===== config.mk =====
export PLATFORM = sky130hd
export DESIGN_NAME = ram_port_arbiter
export DESIGN_NICKNAME = d
export VERILOG_FILES = /design/src/rtl/ram_port_arbiter.sv
export SDC_FILE = /design/constraint.sdc
export NUM_CORES = 1
export LEC_CHECK = 0
export CAP_MARGIN = 20
export CORE_UTILIZATION = 50
export CTS_CLUSTER_SIZE = 30
export DETAILED_ROUTE_END_ITERATION = 6
export DONT_BUFFER_PORTS = 1
export GPL_ROUTABILITY_DRIVEN = 0
export GPL_TIMING_DRIVEN = 1
export PLACE_DENSITY = 0.62
export SLEW_MARGIN = 40
export SYNTH_ARGS = -nofsm -noshare
export SYNTH_HDL_FRONTEND = slang
export SYNTH_SLANG_ARGS = --single-unit

===== constraint.sdc =====
create_clock -name clk -period 2.5 [get_ports clk]
set_input_delay 0.5 -clock clk [delete_from_list [all_inputs] [get_ports clk]]
set_output_delay 0.5 -clock clk [all_outputs]
set_load 0.1 [all_outputs]

===== src/rtl/ram_port_arbiter.sv =====
// Two-port round-robin arbiter in front of a single-port RAM. Each accepted access
// holds the RAM pins for WAIT_CYCLES+1 cycles, then pulses the granted port's done.
module ram_port_arbiter #(
  parameter int unsigned ADDR_W      = 16,
  parameter int unsigned DATA_W      = 32,
  parameter int unsigned WAIT_CYCLES = 0
) (
  input  logic              clk,
  input  logic              rst,
  input  logic              a_req,
  input  logic              a_we,
  input  logic [ADDR_W-1:0] a_addr,
  input  logic [DATA_W-1:0] a_wdata,
  output logic              a_done,
  output logic [DATA_W-1:0] a_rdata,
  input  logic              b_req,
  input  logic              b_we,
  input  logic [ADDR_W-1:0] b_addr,
  input  logic [DATA_W-1:0] b_wdata,
  output logic              b_done,
  output logic [DATA_W-1:0] b_rdata,
  output logic              mem_enable,
  output logic              mem_R_W,
  output logic [ADDR_W-1:0] mem_Address,
  output logic [DATA_W-1:0] mem_D_In,
  input  logic [DATA_W-1:0] mem_D_Out,
  output logic              busy
);

  typedef enum logic [1:0] {StIdle, StAccess, StDone} state_e;

  state_e            state_q, state_d;
  // Port encoding for gnt/last_gnt: 0 = A, 1 = B.
  logic              gnt_q, gnt_d;
  logic              last_gnt_q, last_gnt_d;
  logic [3:0]        wait_cnt_q, wait_cnt_d;
  logic              r_w_q, r_w_d;
  logic [ADDR_W-1:0] addr_q, addr_d;
  logic [DATA_W-1:0] wdata_q, wdata_d;
  logic [DATA_W-1:0] a_rdata_q, a_rdata_d;
  logic [DATA_W-1:0] b_rdata_q, b_rdata_d;

  always_comb begin
    state_d    = state_q;
    gnt_d      = gnt_q;
    last_gnt_d = last_gnt_q;
    wait_cnt_d = wait_cnt_q;
    r_w_d      = r_w_q;
    addr_d     = addr_q;
    wdata_d    = wdata_q;
    a_rdata_d  = a_rdata_q;
    b_rdata_d  = b_rdata_q;
    unique case (state_q)
      StIdle: begin
        if (a_req || b_req) begin
          // On a tie, the port not served last time wins.
          gnt_d      = (a_req && b_req) ? ~last_gnt_q : b_req;
          last_gnt_d = gnt_d;
          r_w_d      = gnt_d ? b_we : a_we;
          addr_d     = gnt_d ? b_addr : a_addr;
          wdata_d    = gnt_d ? b_wdata : a_wdata;
          wait_cnt_d = 4'(WAIT_CYCLES);
          state_d    = StAccess;
        end
      end
      StAccess: begin
        if (wait_cnt_q != 4'd0) begin
          wait_cnt_d = wait_cnt_q - 4'd1;
        end else begin
          state_d = StDone;
          if (!r_w_q) begin
            if (gnt_q) b_rdata_d = mem_D_Out;
            else       a_rdata_d = mem_D_Out;
          end
        end
      end
      StDone:  state_d = StIdle;
      default: state_d = StIdle;
    endcase
  end

  always_ff @(posedge clk) begin
    if (rst) begin
      state_q    <= StIdle;
      gnt_q      <= 1'b0;
      last_gnt_q <= 1'b1;
      wait_cnt_q <= 4'd0;
      r_w_q      <= 1'b0;
      addr_q     <= '0;
      wdata_q    <= '0;
      a_rdata_q  <= '0;
      b_rdata_q  <= '0;
    end else begin
      state_q    <= state_d;
      gnt_q      <= gnt_d;
      last_gnt_q <= last_gnt_d;
      wait_cnt_q <= wait_cnt_d;
      r_w_q      <= r_w_d;
      addr_q     <= addr_d;
      wdata_q    <= wdata_d;
      a_rdata_q  <= a_rdata_d;
      b_rdata_q  <= b_rdata_d;
    end
  end

  assign mem_enable  = (state_q == StAccess);
  assign mem_R_W     = r_w_q;
  assign mem_Address = addr_q;
  assign mem_D_In    = wdata_q;
  assign a_done      = (state_q == StDone) && !gnt_q;
  assign b_done      = (state_q == StDone) && gnt_q;
  assign a_rdata     = a_rdata_q;
  assign b_rdata     = b_rdata_q;
  assign busy        = (state_q != StIdle);

endmodule


==> results.ini <==
[sta]
whs_ps=110
fin_crit_sh_pct=85.4
grt_setup_unrepaired=no
setup_viol=0
finalSetupTns_ps=0
skew_ps=6.51
fmax_ghz=0.469
tightestPinTransition_ps=592
maxSlewViolCount=0
hold_viol_final=0
fin_crit_ps=2130
slew_headroom_pct=60.5

[clock_tree]
cts.reportedPaths.clkPinSlew_ps=50
cts_hold_buf=0
clk_latency_ps=490
post_cts_buffers=0
clkSinkCount=121
htreeDepth=4
cts-root-buf=clkbuf_8
cts_resized=0
clk_path_buf_depth=2
cts_tree=yes
cts-buffers-inserted=17

[global_route]
grt_max_degree=105
grt_pass1_wl_um=16200
grt_use_total_pct=20.4
use_met1_pct=23.2
met3_usage_pct=8.21
antenna_found_initial=0
use_met2_pct=34.3
top_usage_layer=met2
grt_pass1_vias=3265
grt-ovfl-total=0

[die]
dieArea_sq_um=10500
core-area_sq_um=9770
pin_count=251
initial_utilization_pct=51.6
die_h_um=102
num_rows=36
die_w_um=102

[drt]
dr.pass1.iters=4
vias=3662
avgRoutedWirePerCell_um=15.9
routed_via_density=5.18
final_antenna_net_count=0
drt_iter0_markers=77
routed_wl_um=11200
drc=0

[critical_path]
crit_chain=nand2b_1, inv_2, buf_4
path_buf_inv=2
endpoint_kind=primary output
slowest_delay_ps=410
worstSetupPathType=reg -> out
crit_fanout=10
critPathSlowestCell=dfxtp_1
worstPathArrival_ps=1630
cp-start-kind=flop
crit_family=buffers and inverters
r2r_start=wait_cnt_q[0]
crit_required_ps=2000
startpoint=state_q[0]

[logic_synthesis]
synth.distinct_cells=32
syn_area_sq_um=5050
netlist.area_leader.share_pct=48.0
synth_edf_count=0
ys_ff_latch=121
ys_top_cells_by_area=dfxtp_1 48%, mux2i_1 22%, nand2b_1 12%, o2bb2ai_1 8.5%, buf_2 1.6%
avgSynthCellArea_sq_um=11.1
syn_inst=455
seq_area_frac_synth_pct=48.0
synth-main-ff-cell=dfxtp_1
synthArstFlopShare_pct=0
ys_warn_count=0
synth_largest_area_cell=dfxtp_1
synth_nets=591

[finish]
final_common_cell=dfxtp_1
syn2layout_area_growth_pct=30.9
diodes=0
drive_gt1_share_pct=27.7
mostFrequentLayoutCells=121 x dfxtp_1, 118 x buf_4, 113 x mux2i_1
final_nets=698
multiInputGateArea_sq_um=2470
nFillCells=785
regArea_sq_um=2420

[run]
maxCapViolations=0

[pwr]
vdd_drop_max_v=0.000545
power.density_nw_per_um2=916
p_leak_nw=2.90

[placed_design]
post-dp-hpwl_um=7880
io_buffers=0

[outcome]
status=finished, final reports clean

[min_path]
min_path_type=in -> reg
min_from=rst

-- cells by family after synthesis --
family / share of synthesized area (%)
and+or+nand+nor: 15.0
muxes: 22.4
DFF: 48.0
adders and majority gates: 0.496
buffers and inverters: 3.74
AOI/OAI and AO/OA: 10.4
-- through the flow --
| stage | worst slack [ps] | utilization (%) | area (sq um) | total power, mW | std cells |
|---|---|---|---|---|---|
| finish | 366 | 67.6 | 6610 | 6.05 | 707 |
| floorplan | 401 | - | 5050 | 3.53 | 455 |
| global route | 234 | 67.6 | 6610 | 6.26 | 707 |
| detailed placement | 713 | 61.8 | 6040 | 3.82 | 676 |
| CTS | 326 | 67.6 | 6610 | 6.12 | 707 |
| global placement | 792 | 61.8 | 6040 | 3.80 | 676 |
-- sequential cells by signal, summed over array words and instances, names as in the netlist --
signal       cells
a_rdata         32
gnt_q            1
last_gnt_q       1
mem_Address     16
wait_cnt_q       4
mem_D_In        32
state_q          2
b_rdata         32
mem_R_W          1
-- area by class of cell --
type	count	share of cell area, %
Multi-Input combinational cell	295	37.4
Sequential cell	121	36.7
Clock inverter	8	1.44
Inverter	5	0.284
Tap cell	133	2.52
Clock buffer	23	7.07
Timing Repair Buffer	122	14.6
-- power breakdown --
| part | switching, mW | total [mW] | internal, mW |
|---|---|---|---|
| Clock | 0.794 | 2.28 | 1.48 |
| Combinational | 1.28 | 1.65 | 0.369 |
| Sequential | 0.0506 | 2.12 | 2.07 |
-- cell usage after synthesis (2+ instances only) --
cell	count
dfxtp_1	121
clkbuf_1	15
ha_1	2
o21ai_0	2
a21oi_1	5
or4_1	2
or3_1	2
nand2_1	2
mux2i_1	113
inv_1	4
nand2b_1	97
buf_6	3
nor2_1	3
o221ai_1	2
buf_2	16
nor3_1	2
o2bb2ai_1	49
-- metal layers --
metal  share of wire [%]  up-vias
met1                  41     1667
met2                  50      155
met5                   0        -
met4                 1.3        0
met3                 8.5       13
li1                    -     1827
-- worst reg2reg max path, cell delays in order, from the launching register on --
cell	delay, ps
dfxtp_1	360
inv_1	90
ha_1	210
nor3b_2	190
nand4b_2	100
buf_4	500
mux2i_1	290
-- final timing paths --
check	endpoint	slack, ps	cells past startpoint
worst max-delay path	mem_enable	370	3
worst min-delay path	state_q[0]	110	1
worst max register to register	b_rdata[1]	680	6
worst min register to register	mem_D_In[27]	460	1
(Power assumes the default switching activity.)
